`src/rtl/reg_writeback_pkg.sv`:
```
// Shared widths and the write-back entry type for the register-file write stage.
package wb_pkg;
  localparam int REG_ADDR_W = 5;
  localparam int DATA_W     = 64;
  localparam int NUM_REGS   = 32;

  typedef struct packed {
    logic [REG_ADDR_W-1:0] addr;
    logic [DATA_W-1:0]     data;
  } wb_entry_t;

  function automatic logic [NUM_REGS-1:0] onehot_reg(input logic [REG_ADDR_W-1:0] a);
    onehot_reg    = '0;
    onehot_reg[a] = 1'b1;
  endfunction
endpackage

```
`src/rtl/reg_writeback_if.sv`:
```
// Producer handshakes (ALU, load unit) and the register-file write port.
interface reg_writeback_if;
  import wb_pkg::*;

  logic                  alu_valid;
  logic                  alu_ready;
  logic [REG_ADDR_W-1:0] alu_addr;
  logic [DATA_W-1:0]     alu_data;
  logic                  mem_valid;
  logic                  mem_ready;
  logic [REG_ADDR_W-1:0] mem_addr;
  logic [DATA_W-1:0]     mem_data;
  logic                  write_en;
  logic [REG_ADDR_W-1:0] write_addr;
  logic [DATA_W-1:0]     write_data;

  modport master (
    output alu_valid, alu_addr, alu_data, mem_valid, mem_addr, mem_data,
    input  alu_ready, mem_ready, write_en, write_addr, write_data
  );

  modport slave (
    input  alu_valid, alu_addr, alu_data, mem_valid, mem_addr, mem_data,
    output alu_ready, mem_ready, write_en, write_addr, write_data
  );
endinterface

```
`src/rtl/reg_writeback_fifo.sv`:
```
// Synchronous FIFO of pending ALU results; exposes per-slot valid/addr so the
// top level can build the pending-destination mask.
module wb_fifo
  import wb_pkg::*;
#(
  parameter  int DEPTH = 4,
  localparam int PTR_W = $clog2(DEPTH),
  localparam int CNT_W = PTR_W + 1
) (
  input  logic                             clk,
  input  logic                             rst,
  input  logic                             push,
  input  wb_entry_t                        push_entry,
  input  logic                             pop,
  output wb_entry_t                        head,
  output logic                             full,
  output logic                             empty,
  output logic [CNT_W-1:0]                 count,
  output logic [DEPTH-1:0]                 ent_valid,
  output logic [DEPTH-1:0][REG_ADDR_W-1:0] ent_addr
);
  wb_entry_t        slots [DEPTH];
  logic [PTR_W-1:0] wr_ptr;
  logic [PTR_W-1:0] rd_ptr;
  logic             do_push;
  logic             do_pop;

  assign full    = (count == CNT_W'(DEPTH));
  assign empty   = (count == '0);
  assign do_push = push & ~full;
  assign do_pop  = pop & ~empty;
  assign head    = slots[rd_ptr];

  always_ff @(posedge clk) begin
    if (rst) begin
      wr_ptr <= '0;
      rd_ptr <= '0;
      count  <= '0;
    end else begin
      if (do_push) wr_ptr <= wr_ptr + 1'b1;
      if (do_pop)  rd_ptr <= rd_ptr + 1'b1;
      case ({do_push, do_pop})
        2'b10:   count <= count + 1'b1;
        2'b01:   count <= count - 1'b1;
        default: count <= count;
      endcase
    end
  end

  always_ff @(posedge clk) begin
    if (do_push) slots[wr_ptr] <= push_entry;
  end

  // A slot is live when its distance from the read pointer is below the occupancy.
  for (genvar i = 0; i < DEPTH; i++) begin : g_ent
    logic [PTR_W-1:0] off;
    assign off          = PTR_W'(i) - rd_ptr;
    assign ent_valid[i] = (CNT_W'(off) < count);
    assign ent_addr[i]  = slots[i].addr;
  end
endmodule

```
`src/rtl/reg_writeback.sv`:
```
// Write-back arbiter: ALU FIFO vs. load unit, starvation override, registered
// write port, pending mask. Optional bypass under REG_WRITEBACK_BYPASS_EN.
module reg_writeback
  import wb_pkg::*;
#(
  parameter  int ALU_FIFO_DEPTH = 4,
  parameter  int STARVE_LIMIT   = 3,
  localparam int CNT_W          = $clog2(ALU_FIFO_DEPTH) + 1
) (
  input  logic                       clk,
  input  logic                       rst,
  reg_writeback_if.slave             bus,
  input  logic [2:0][REG_ADDR_W-1:0] rd_addr,
  output logic [NUM_REGS-1:0]        pend_mask,
  output logic [CNT_W-1:0]           fifo_count,
  output logic [2:0]                 byp_hit,
  output logic [DATA_W-1:0]          byp_data
);
  localparam int SC_W = $clog2(STARVE_LIMIT + 1);

  wb_entry_t                                head;
  logic                                     fifo_full;
  logic                                     fifo_empty;
  logic [ALU_FIFO_DEPTH-1:0]                ent_valid;
  logic [ALU_FIFO_DEPTH-1:0][REG_ADDR_W-1:0] ent_addr;
  logic [SC_W-1:0]                          starve_cnt;
  logic                                     starve_hit;
  logic                                     starve_force;
  logic                                     grant_alu;
  logic                                     grant_mem;
  logic                                     wr_en_q;
  logic [REG_ADDR_W-1:0]                    wr_addr_q;
  logic [DATA_W-1:0]                        wr_data_q;

  wb_fifo #(.DEPTH(ALU_FIFO_DEPTH)) u_fifo (
    .clk        (clk),
    .rst        (rst),
    .push       (bus.alu_valid & bus.alu_ready),
    .push_entry ('{addr: bus.alu_addr, data: bus.alu_data}),
    .pop        (grant_alu),
    .head       (head),
    .full       (fifo_full),
    .empty      (fifo_empty),
    .count      (fifo_count),
    .ent_valid  (ent_valid),
    .ent_addr   (ent_addr)
  );

  assign starve_hit    = (starve_cnt == SC_W'(STARVE_LIMIT));
  assign starve_force  = starve_hit & ~fifo_empty;
  assign bus.alu_ready = ~fifo_full & ~rst;
  assign bus.mem_ready = ~rst & ~starve_force;
  assign grant_mem     = bus.mem_valid & bus.mem_ready;
  assign grant_alu     = ~fifo_empty & ~rst & (starve_force | ~bus.mem_valid);

  always_ff @(posedge clk) begin
    if (rst || fifo_empty || grant_alu) starve_cnt <= '0;
    else if (grant_mem && !starve_hit)  starve_cnt <= starve_cnt + 1'b1;
  end

  always_ff @(posedge clk) begin
    if (rst) begin
      wr_en_q   <= 1'b0;
      wr_addr_q <= '0;
      wr_data_q <= '0;
    end else if (grant_alu) begin
      wr_en_q   <= 1'b1;
      wr_addr_q <= head.addr;
      wr_data_q <= head.data;
    end else if (grant_mem) begin
      wr_en_q   <= 1'b1;
      wr_addr_q <= bus.mem_addr;
      wr_data_q <= bus.mem_data;
    end else begin
      wr_en_q   <= 1'b0;
    end
  end

  assign bus.write_en   = wr_en_q;
  assign bus.write_addr = wr_addr_q;
  assign bus.write_data = wr_data_q;

  always_comb begin
    pend_mask = '0;
    for (int i = 0; i < ALU_FIFO_DEPTH; i++)
      if (ent_valid[i]) pend_mask = pend_mask | onehot_reg(ent_addr[i]);
    if (wr_en_q) pend_mask = pend_mask | onehot_reg(wr_addr_q);
  end

`ifdef REG_WRITEBACK_BYPASS_EN
  // Covers the cycle where the register file still returns the old value.
  always_comb begin
    byp_hit = '0;
    for (int i = 0; i < 3; i++)
      byp_hit[i] = wr_en_q & (wr_addr_q == rd_addr[i]);
  end
  assign byp_data = wr_data_q;
`else
  logic unused_rd_addr;
  assign unused_rd_addr = ^rd_addr;
  assign byp_hit        = '0;
  assign byp_data       = '0;
`endif
endmodule

```
`src/flat_wrapper.sv`:
```
// flat-port wrapper written by rule: the top's interface ports become plain ports
module reg_writeback_flat import wb_pkg::*;
#(
  parameter  int ALU_FIFO_DEPTH = 4,
  parameter  int STARVE_LIMIT   = 3,
  localparam int CNT_W          = $clog2(ALU_FIFO_DEPTH) + 1
)
  (clk, rst, rd_addr, pend_mask, fifo_count, byp_hit, byp_data, bus_alu_valid, bus_alu_addr, bus_alu_data, bus_mem_valid, bus_mem_addr, bus_mem_data, bus_alu_ready, bus_mem_ready, bus_write_en, bus_write_addr, bus_write_data);
  reg_writeback_if bus_i ();
  input  logic clk;
  input  logic rst;
  input  logic [2:0][REG_ADDR_W-1:0] rd_addr;
  output logic [NUM_REGS-1:0] pend_mask;
  output logic [CNT_W-1:0] fifo_count;
  output logic [2:0] byp_hit;
  output logic [DATA_W-1:0] byp_data;
  input wire logic [$bits(bus_i.alu_valid)-1:0] bus_alu_valid;
  input wire logic [$bits(bus_i.alu_addr)-1:0] bus_alu_addr;
  input wire logic [$bits(bus_i.alu_data)-1:0] bus_alu_data;
  input wire logic [$bits(bus_i.mem_valid)-1:0] bus_mem_valid;
  input wire logic [$bits(bus_i.mem_addr)-1:0] bus_mem_addr;
  input wire logic [$bits(bus_i.mem_data)-1:0] bus_mem_data;
  output wire logic [$bits(bus_i.alu_ready)-1:0] bus_alu_ready;
  output wire logic [$bits(bus_i.mem_ready)-1:0] bus_mem_ready;
  output wire logic [$bits(bus_i.write_en)-1:0] bus_write_en;
  output wire logic [$bits(bus_i.write_addr)-1:0] bus_write_addr;
  output wire logic [$bits(bus_i.write_data)-1:0] bus_write_data;
  assign bus_i.alu_valid = bus_alu_valid;
  assign bus_i.alu_addr = bus_alu_addr;
  assign bus_i.alu_data = bus_alu_data;
  assign bus_i.mem_valid = bus_mem_valid;
  assign bus_i.mem_addr = bus_mem_addr;
  assign bus_i.mem_data = bus_mem_data;
  assign bus_alu_ready = bus_i.alu_ready;
  assign bus_mem_ready = bus_i.mem_ready;
  assign bus_write_en = bus_i.write_en;
  assign bus_write_addr = bus_i.write_addr;
  assign bus_write_data = bus_i.write_data;
  reg_writeback #(.ALU_FIFO_DEPTH(ALU_FIFO_DEPTH), .STARVE_LIMIT(STARVE_LIMIT)) u_core (.clk(clk), .rst(rst), .bus(bus_i), .rd_addr(rd_addr), .pend_mask(pend_mask), .fifo_count(fifo_count), .byp_hit(byp_hit), .byp_data(byp_data));
endmodule
```
`config.mk`:
```
export PLATFORM = sky130hd
export DESIGN_NAME = reg_writeback_flat
export DESIGN_NICKNAME = d
export VERILOG_FILES = /design/src/rtl/reg_writeback_pkg.sv /design/src/rtl/reg_writeback_if.sv /design/src/rtl/reg_writeback_fifo.sv /design/src/rtl/reg_writeback.sv /design/src/flat_wrapper.sv
export SDC_FILE = /design/constraint.sdc
export NUM_CORES = 1
export LEC_CHECK = 0
export BUFFER_PORTS_ARGS = -buffer_cell sky130_fd_sc_hd__buf_2
export CORE_AREA = 4 4 175 177
export CTS_CLUSTER_SIZE = 40
export DETAILED_ROUTE_END_ITERATION = 10
export DIE_AREA = 0 0 179 181
export PLACE_DENSITY = 0.8
export SYNTH_ARGS = -nofsm -noshare
export SYNTH_HDL_FRONTEND = slang
export SYNTH_HIERARCHICAL = 1
export SYNTH_SLANG_ARGS = --single-unit
```
`constraint.sdc`:
```
create_clock -name clk -period 4.4 [get_ports clk]
set_input_delay 0.22 -clock clk [delete_from_list [all_inputs] [get_ports clk]]
set_output_delay 0.22 -clock clk [all_outputs]
set_load 0.005 [all_outputs]
```
# Word level (Yosys, flattened, before mapping)

Memory sizes are Yosys's and may differ from the RTL's. A register that Yosys moved wholly into a read port is not among the register bits.
Cells that the tools add are included.

Flip-flop bits (word level): 79
RAM bits: 276
Output and inout port bits: 174
Memories: 1

$add $sub $neg: 9
Order comparisons: 14
Equality and inequality tests: 4
Muxes and demuxes: 26
Bitwise logic cells: 19
Reduce and logical (&&, ||, !) cells: 12

Memories:

| memory              | depth | width | read ports | clocked after memory_dff | wr ports | RTL line                 | text |
|---|---|---|---|---|---|---|---|
| u_core.u_fifo.slots | 4     | 69    | 5          | 1                        | 1        | reg_writeback_fifo.sv:22 | `wb_entry_t slots [DEPTH];` |

Operator list:

| cell                | count |
|---|---|
| $mux 32             | 5 |
| $mux 64             | 2 |
| $or 32x32->32       | 4 |
| $lt 5x6->1 const B  | 5 |
| $demux 1 s5         | 5 |
| $ge 5x1->1 const B  | 5 |
| $lt 2x3->1          | 4 |
| $mux 5              | 2 |
| $and 1x1->1         | 9 |
| $mux 1              | 9 |
| $add 2x1->2 const B | 3 |
| $logic_and 1x1->1   | 6 |
| $pmux 3 s2          | 1 |
| $not 1->1           | 5 |
| $eq 2x2->1 const B  | 2 |
| $mux 2              | 2 |
| $reduce_bool 2->1   | 2 |
| $sub 1x2->2 const A | 2 |
| $sub 2x2->2 const A | 2 |
| $add 3x1->3 const B | 1 |
| $eq 3x3->1 const B  | 1 |
| $logic_not 3->1     | 1 |
| $sub 3x1->3 const B | 1 |
| $eq 2x1->1 const B  | 1 |
| 3 further kinds     | 4 |

# Longest topological paths before layout

Gate-level depths: netlist of run 1.
An unclocked memory read counts as a cell.

Word-level depth: 14
Mapped depth: 14
Depth with buffers taken out: 12

# Cells and area by module

The synthesis of run 1 kept the hierarchy.

Modules (own cells, without submodules):

| module        | times used | cells an instance | area each (sq um) | sequential area each (sq um) |
|---|---|---|---|---|
| wb_fifo       | 1          | 453               | 10720.3           | 8468.1 |
| reg_writeback | 1          | 625               | 5161.2            | 1441.4 |

# Least setup slack after synthesis of run 1

No wires, ideal clock.

Path kind: register -> register
Start point: reg u_core.u_fifo.count[0]
End point: mem u_core/u_fifo/slots[0][0] in the netlist's numbering (enable)
Setup time: 0.435 ns
Arrival time: 2.792 ns
Setup slack: 1.173 ns
Cell stages (with the launch flop): 8
Buffers on the path: 1
Clock period less this slack: 3.227 ns
Cell sequence: dfxtp_1 buf_2 nor3b_2 nor2_1 and2_1 inv_1 nor2_1 and2_1

Word-level cells in the longest chain between the ends: 7

Ends and longest elaborated chain:

| item                         | RTL line                 | text |
|---|---|---|
| start: declaration           | reg_writeback_fifo.sv:18 | `output logic [CNT_W-1:0] count,` |
| start signal: assignment     | reg_writeback_fifo.sv:43 | `2'b10: count <= count + 1'b1;` |
| start signal: assignment     | reg_writeback_fifo.sv:44 | `2'b01: count <= count - 1'b1;` |
| start signal: assignment     | reg_writeback_fifo.sv:45 | `default: count <= count;` |
| $eq 3x3->1                   | reg_writeback_fifo.sv:28 | `assign full = (count == CNT_W'(DEPTH));` |
| named net u_core.fifo_full   | reg_writeback.sv:22      | `logic fifo_full;` |
| $not 1->1                    | reg_writeback.sv:51      | `assign bus.alu_ready = ~fifo_full & ~rst;` |
| $and 1x1->1                  | reg_writeback.sv:51      |  |
| named net bus_alu_ready      | flat_wrapper.sv:23       | `output wire logic [$bits(bus_i.alu_ready)-1:0] bus_alu_ready;` |
| $and 1x1->1                  | reg_writeback.sv:38      | `.push (bus.alu_valid & bus.alu_ready),` |
| $and 1x1->1                  | reg_writeback_fifo.sv:30 | `assign do_push = push & ~full;` |
| $mux 1                       | reg_writeback_fifo.sv:51 | `if (do_push) slots[wr_ptr] <= push_entry;` |
| $mux 1 (not written as such) | reg_writeback_fifo.sv:51 |  |
| end: declaration             | reg_writeback_fifo.sv:22 |  |

The timed path passes the listed nets, and every way through them passes these cells.

# Final worst setup path of run 1

Start point: reg u_core.u_fifo.count[1]
End point: out pend_mask[18]

Elaborated cells between the ends (all ways): 13
Classes of those cells: 4 x order compare; 5 x mux; 4 x bitwise

RTL lines:

| item                          | RTL line                 | text |
|---|---|---|
| $lt 2x3->1 (*)                | reg_writeback_fifo.sv:58 | `assign ent_valid[i] = (CNT_W'(off) < count);` |
| named net u_core.ent_valid[1] | reg_writeback.sv:24      | `logic [ALU_FIFO_DEPTH-1:0] ent_valid;` |
| $mux 32 (*)                   | reg_writeback.sv:86      | `if (ent_valid[i]) pend_mask = pend_mask \| onehot_reg(ent_addr[i]);` |
| $or 32x32->32                 | reg_writeback.sv:86      |  |
| $mux 32 (*)                   | reg_writeback.sv:86      |  |
| $or 32x32->32                 | reg_writeback.sv:86      |  |
| $mux 32 (*)                   | reg_writeback.sv:86      |  |
| $or 32x32->32                 | reg_writeback.sv:87      | `if (wr_en_q) pend_mask = pend_mask \| onehot_reg(wr_addr_q);` |
| $mux 32 (*)                   | reg_writeback.sv:87      |  |
| end: declaration              | flat_wrapper.sv:13       | `output logic [NUM_REGS-1:0] pend_mask;` |

The timed path passes the listed nets; every way through them passes the cells marked *.

==> summary.md, run 1 <==
| Metric | Value |
|---|---|
| Seq/Total Area, Yosys | 62.4% |
| Total power draw | 7610 uW |
| HP Class | input pin to register |
| WP data required | 4.18 ns |
| Worst Skew | 0.0305 ns |
| Yosys reg bits | 357 |
| FF+latch area | 9920 um2 |
| Post-route minimum period | 3.46 ns |
| Cts repair resizes | 0 |
| Post-synth EDFFs | 276 |
| Power Dens Cells | 390 nW/um2 |
| Clock root cell | clkbuf_16 |
| Post-synth top area share | 52.2% |
| I/O pin cnt | 331 |
| Initial Util | 54.3% |
| CTS tree | done |
| CTS H-tree lvls | 2 |
| Pleak | 0.00703 uW |
| Tot GR Track Use | 25.4% |
| Die footprint | 32,400 um2 |
| # Max-Cap Violations | 0 |
| Chip height | 181 um |
| Post-synth top area cell | edfxtp_1 |
| Critical Path AT | 3.24 ns |
| Initial detailed-routing violation count | 910 |
| Top post-synthesis cells by area | edfxtp_1 (52%), dfxtp_1 (10%), mux4_2 (9.8%), buf_4 (4.4%), mux2i_1 (3.5%) |
| CP endpoint kind | primary output |
| DR pass1 iterations | 5 |
| Final number of setup-violating endpoints | 0 |
| Fillers | 1,996 |
| Core area | 29,200 um2 |
| DRC viols | 0 |
| Post-CTS Setup Bufs | 0 |
| Asr flop ratio synth | 0% |
| Clk buf depth | 3 |
| Cell Rows | 63 |
| Setup TNS | 0 ns |
| DPL Wire Length | 24,600 um |
| Post-DR wirelength/cell | 22.5 um |
| Max-slew violation count | 0 |
| Clock Sink Count | 357 |
| Status | completed |
| Max_slew headroom | 27.5% |
| Vias in the first global route | 10,900 |
| Netlist Area Pre-Place | 15,900 um2 |
| First-pass GRT wire length | 63,700 um |
| Crit start category | register |
| Most common cell after layout, fill and taps aside | edfxtp_1 |
| Post-CTS Hold Buffers | 130 |
| Number of port buffers | 248 |
| Unique masters post-synth | 53 |
| Post-DRT Antenna Nets | 0 |
| Avg Cell Area, Syn | 14.7 um2 |
| Clk Latency, worst-skew pair | 0.52 ns |
| DR vias | 10,700 |
| Num CTS Buffers | 37 |
| Final wirelength | 41,700 um |
| Die width | 179 um |
| Worst Path Class, Setup | register to primary output |
| Global route overflow | 0 |
| Max FO, Critical Path | 6 |
| Layout cells sized above 1 | 28.3% |
| Worst slack, placed | 1.49 ns |
| Largest net degree at the start of global routing | 70 |
| Total number of yosys warnings | 6 |
| Maximum vdd ir drop | 0.374 mV |
| Main synth FF type | edfxtp_1 |
| Clock transition at the registers of the reported paths | 0.06 ns |
| Final hold viol count | 0 |
| Crit share post-route | 78.7% |
| Most frequent cells in the layout | edfxtp_1 (276), buf_2 (247), dlygate4sd3_1 (130) |
| Area Growth Syn to Fin | 22.9% |
| Initial antenna violation count | 5 |
| Cell count after synthesis | 1,078 |
| RSZ-0062 raised after global routing | false |
| DR vias/cell | 5.77 |
| Setup ws final | 0.936 ns |
| Actual slew at the worst max-slew pin | 1.09 ns |
| FMAX | 289 MHz |
| Multi-input gate area | 5140 um2 |
| Layout net count | 1,598 |
| Placer Congestion | 0.906 |
==> worst max-delay path: stages, from the launching register on <==
cell and delay (ns):
dfxtp_1 0.44, inv_1 0.17, ha_1 0.33, a21oi_1 0.04, o21bai_1 0.44, nand2b_1 0.17
nor3b_1 0.63, a22oi_1 0.19, nand3_1 0.18, buf_2 0.14
==> path summary, 6_finish.rpt <==
| kind | slack [ns] | startpoint | to | cells past startpoint |
|---|---|---|---|---|
| worst min register to register | 0.47 | u_core/starve_cnt[0]$_SDFFE_PP0P_ | u_core/starve_cnt[0]$_SDFFE_PP0P_ | 1 |
| worst min-delay path | 0.01 | bus_mem_data[57] | u_core/bus.write_data[57]$_SDFFE_PP0P_ | 3 |
| worst max register to register | 1.48 | u_core/u_fifo/count[0]$_SDFFE_PP0P_ | u_core/u_fifo/count[2]$_SDFFE_PP0P_ | 13 |
| worst max-delay path | 0.94 | u_core/u_fifo/count[1]$_SDFFE_PP0P_ | pend_mask[18] | 9 |
==> routing by layer <==
layer	share of wire, %	vias to the layer above	track usage (%)	wire (um)
li1	-	4745	-	-
met4	2.4	0	6.97	998
met2	51	526	43.2	21100
met1	39	5333	33.6	16400
met3	7.5	82	4.60	3150
met5	0	-	0	0
==> logic make-up (layout without fill, tap and decap cells) <==
family	Yosys count	count (layout)	share of synthesized area, %
buffers and inverters	158	472	6.89
DFF	357	357	62.4
and+or+nand+nor	270	270	9.67
adders and majority gates	11	11	0.914
AOI/OAI and AO/OA	152	152	6.57
xor gates and xnor gates	4	4	0.221
muxes	125	125	13.3
other	1	72	0.0236
==> area by class of cell <==
| type | count | area share (%) |
|---|---|---|
| sequential | 357 | 50.8 |
| clock inverter | 11 | 0.596 |
| inverter | 14 | 0.308 |
| timing repair buffer | 391 | 13.6 |
| clock buffer | 56 | 5.74 |
| antenna | 5 | 0.0641 |
| multi-input combinational | 629 | 26.4 |
| tap | 390 | 2.50 |
==> registers in the layout, summed over array words and instances, names as in the netlist, named ones only <==
signal	count
u_core/u_fifo/count	3
u_core/bus.write_addr	5
u_core/u_fifo/rd_ptr	2
u_core/starve_cnt	2
u_core/u_fifo/slots	276
u_core/bus.write_data	64
u_core/u_fifo/wr_ptr	2
u_core/bus.write_en	1
==> cells in the mapped netlist (all sizes together), types with 2 or more instances <==
cell type / count
a211oi: 2
a21oi: 11
a22oi: 23
a311oi: 14
a31oi: 4
a32oi: 8
and2: 6
buf: 126
clkbuf: 18
dfxtp: 81
edfxtp: 276
ha: 10
inv: 13
mux2i: 56
mux4: 69
nand2: 54
nand2b: 20
nand3: 22
nand3b: 55
nand4: 6
nand4b: 12
nor2: 39
nor2b: 13
nor3: 20
nor3b: 9
o21ai: 58
o221ai: 12
o22ai: 16
or2: 5
or3: 6
xor2: 3
==> stage by stage <==
| step | instances | util [%] | hold slack [ns] | area (um2) |
|---|---|---|---|---|
| 2_1_floorplan | 1144 | - | 0.319 | 16100 |
| 3_3_place_gp | 1651 | 58.0 | 0.421 | 17000 |
| 3_5_place_dp | 1651 | 58.0 | 0.435 | 17000 |
| 4_1_cts | 1848 | 66.7 | 0.00389 | 19500 |
| 5_1_grt | 1853 | 66.7 | 0.00582 | 19500 |
| 6_report | 1853 | 66.7 | 0.0129 | 19500 |
==> where the power goes <==
group,switching (uW),internal [uW]
Sequential,82.3,3760
Clock,1260,1830
Combinational,358,317
Note: power is estimated with default switching activity, not from simulation.
==> run 2: changes to the inputs <==
CORE_AREA = 4 4 184 186   (was 4 4 175 177)
DIE_AREA = 0 0 188 190   (was 0 0 179 181)
PLACE_DENSITY = 0.76   (was 0.8)
clock period = 3.1 ns   (was 4.4 ns; I/O delays follow)
==> run 2 against run 1 <==
Against the previous run: clock power is 44% higher; core utilization is 5.1 points lower; cell count rose by 4.1%; hold slack better by 0.034 ns; register-to-register slack worse by 1.1 ns; worst setup slack got worse by 0.80 ns; clock-buffer cell count rose by 2; largest cell class unchanged; sequential power increased by 42%; sequential share of layout area is 1.0 points lower; global-route usage shrank 3.5 points; die area grew 10%.
==> summary.md, run 2 (same netlist as run 1, synthesis figures left out) <==
| Metric | Value |
|---|---|
| Initial detailed-routing violation count | 830 (-8.8%) |
| Post-route minimum period | 2.96 ns |
| CP endpoint kind | primary output |
| Most flop-heavy register | u_core/u_fifo/slots |
| Register-to-register setup slack | 0.42 ns (-1.06 ns) |
| Max_slew headroom | 41.0% (+14 points) |
| M1 GR Usage | 27.8% (-5.8 points) |
| HP Class | input pin to register |
| Global route overflow | 0 (unchanged) |
| Critical Path AT | 2.81 ns (-0.43 ns) |
| Crit start category | register |
| Largest net degree at the start of global routing | 73 (+4.3%) |
| Initial antenna violation count | 4 (-1) |
| I/O pin cnt | 331 (unchanged) |
| Layout net count | 1,621 (+1.4%) |
| Post-DRT Antenna Nets | 0 (unchanged) |
| Final hold viol count | 0 (unchanged) |
| Number of port buffers | 248 (unchanged) |
| Area Growth Syn to Fin | 25.4% |
| # Max-Cap Violations | 0 (unchanged) |
| Met3 Use GR | 4.83% (+0.22 points) |
| Initial Util | 49.2% (-5.1 points) |
| RSZ-0062 raised after global routing | false |
| Placer Congestion | 0.911 (+0.65%) |
| Power Dens Cells | 545 nW/um2 (+40%) |
| Chip height | 190 um (+5.0%) |
| Core area | 32,300 um2 (+10%) |
| Num CTS Buffers | 38 (+2.7%) |
| Worst Skew | 0.0213 ns (-0.00916 ns) |
| Worst Path Class, Setup | register to primary output |
| CP cell instances | xnor2_1 -> inv_1 -> ha_1 -> a21oi_1 -> or2_2 -> nand2b_2 -> nor3_2 -> a32oi_1 -> nand3_1 -> buf_2 |
| GR Util met2 | 38.2% (-5.0 points) |
| First-pass GRT wire length | 62,100 um (-2.4%) |
| Post-DR wirelength/cell | 21.0 um (-6.9%) |
| DR pass1 iterations | 6 (+1) |
| GRT Max-Usage Layer | met2 |
| Status | completed |
| CTS tree | done |
| Maximum vdd ir drop | 0.519 mV (+39%) |
| Setup TNS | 0 ns (unchanged) |
| Most frequent cells in the layout | edfxtp_1 (276), buf_2 (248), dlygate4sd3_1 (139) |
| Clock transition at the registers of the reported paths | 0.06 ns (about the same) |
| Total power draw | 10,900 uW (+43%) |
| Max-slew violation count | 0 (unchanged) |
| CP max stage delay | 0.45 ns (-0.18 ns) |
| Vias in the first global route | 10,900 (+0.073%) |
| FMAX | 337 MHz |
| DR vias | 10,700 (+0.34%) |
| Clk Latency, worst-skew pair | 0.53 ns (about the same) |
| Final number of setup-violating endpoints | 0 (unchanged) |
| DRC viols | 0 (unchanged) |
| DPL Wire Length | 24,300 um (-1.4%) |
| Clk buf depth | 3 (unchanged) |
| Final wirelength | 40,400 um (-3.0%) |
| WP data required | 2.94 ns (-1.24 ns) |
| Pleak | 0.00717 uW (+2.0%) |
| CTS H-tree lvls | 2 (unchanged) |
| DR vias/cell | 5.56 (-3.6%) |
| Max FO, Critical Path | 6 (unchanged) |
| Clock Sink Count | 357 (unchanged) |
| Clock root cell | clkbuf_16 |
| Most common cell after layout, fill and taps aside | edfxtp_1 |
| Die width | 188 um (+5.0%) |
| Crit share post-route | 95.6% |
| Layout cells sized above 1 | 29.5% (+1.1 points) |
| CP max stage cell | dfxtp_1 |
| Final Core Density | 61.7% (-5.1 points) |
| Tot GR Track Use | 21.9% (-3.5 points) |
| Max FFs per register | 276 (unchanged) |
| Actual slew at the worst max-slew pin | 0.885 ns (-0.203 ns) |
| Die footprint | 35,700 um2 (+10%) |
| Cell Rows | 66 (+4.8%) |
[run 2: cell types whose count changed in the layout (fill, tap and decap cells not counted), moves of 2 or more]
cell and delta:
nor3b_1 -5, buf_4 +6, buf_12 +6, nor3_2 +5, nor3_1 -5, nor3b_2 +4
clkbuf_1 +4, clkinv_8 +2, clkbuf_8 -2, dlygate4sd3_1 +9
[run 2: what timing repair did]
action	CTS	global route
gates resized for setup	2	12
buffers inserted	0	6
endpoints found under the hold margin	346	0
setup endpoints to repair	7	29
hold buffers	139	0
[run 2: stage by stage]
step	worst slack, ns	hold WS [ns]	instances	cell area (um2)
after floorplan	0.565	0.254	1144	16100
after global placement	0.507	0.367	1710	17200
after detailed placement	0.433	0.372	1710	17200
after CTS	0.0543	0.0230	1919	19800
after global routing	0.0275	0.0304	1929	19900
final	0.136	0.0473	1929	19900
[run 2: worst paths after layout]
kind                                                           start                                  end  cells past startpoint
worst min-delay path                                             rst    u_core/starve_cnt[1]$_SDFFE_PP0P_                      3
worst max register to register   u_core/u_fifo/count[2]$_SDFFE_PP0P_  u_core/u_fifo/count[2]$_SDFFE_PP0P_                     13
worst max-delay path            u_core/u_fifo/rd_ptr[0]$_SDFFE_PP0P_                         pend_mask[3]                     10
worst min register to register     u_core/starve_cnt[0]$_SDFFE_PP0P_    u_core/starve_cnt[0]$_SDFFE_PP0P_                      1
[run 2: cell type report]
| type | instances | area, um2 |
|---|---|---|
| clock inverter | 12 | 139 |
| multi-input combinational | 629 | 5200 |
| fill | 2355 | 12400 |
| timing repair buffer | 413 | 2920 |
| sequential | 357 | 9920 |
| antenna | 4 | 10.0 |
| inverter | 14 | 60.1 |
| tap | 442 | 553 |
| clock buffer | 58 | 1110 |
[run 2: layer usage]
metal / share of wire [%] / wire [um]
met1: 39 / 15700
met2: 50 / 20300
met5: 0 / 0
met4: 2.6 / 1060
met3: 8.3 / 3370
[run 2: worst max-delay path: cells and delay by family, from the launching register on]
family	cells	cell delay (ns)
adder cells (fa/ha/maj)	1	0.27
AO/OA/AOI/OAI	2	0.37
XOR/XNOR	1	0.17
AND/OR/NAND/NOR	4	0.80
buffers and inverters	2	0.24
flip-flops	1	0.45
[run 2: where the power goes]
part	switching [uW]	internal, uW
registers	104	5330
clock network	1860	2580
logic	512	470
total	2470	8390
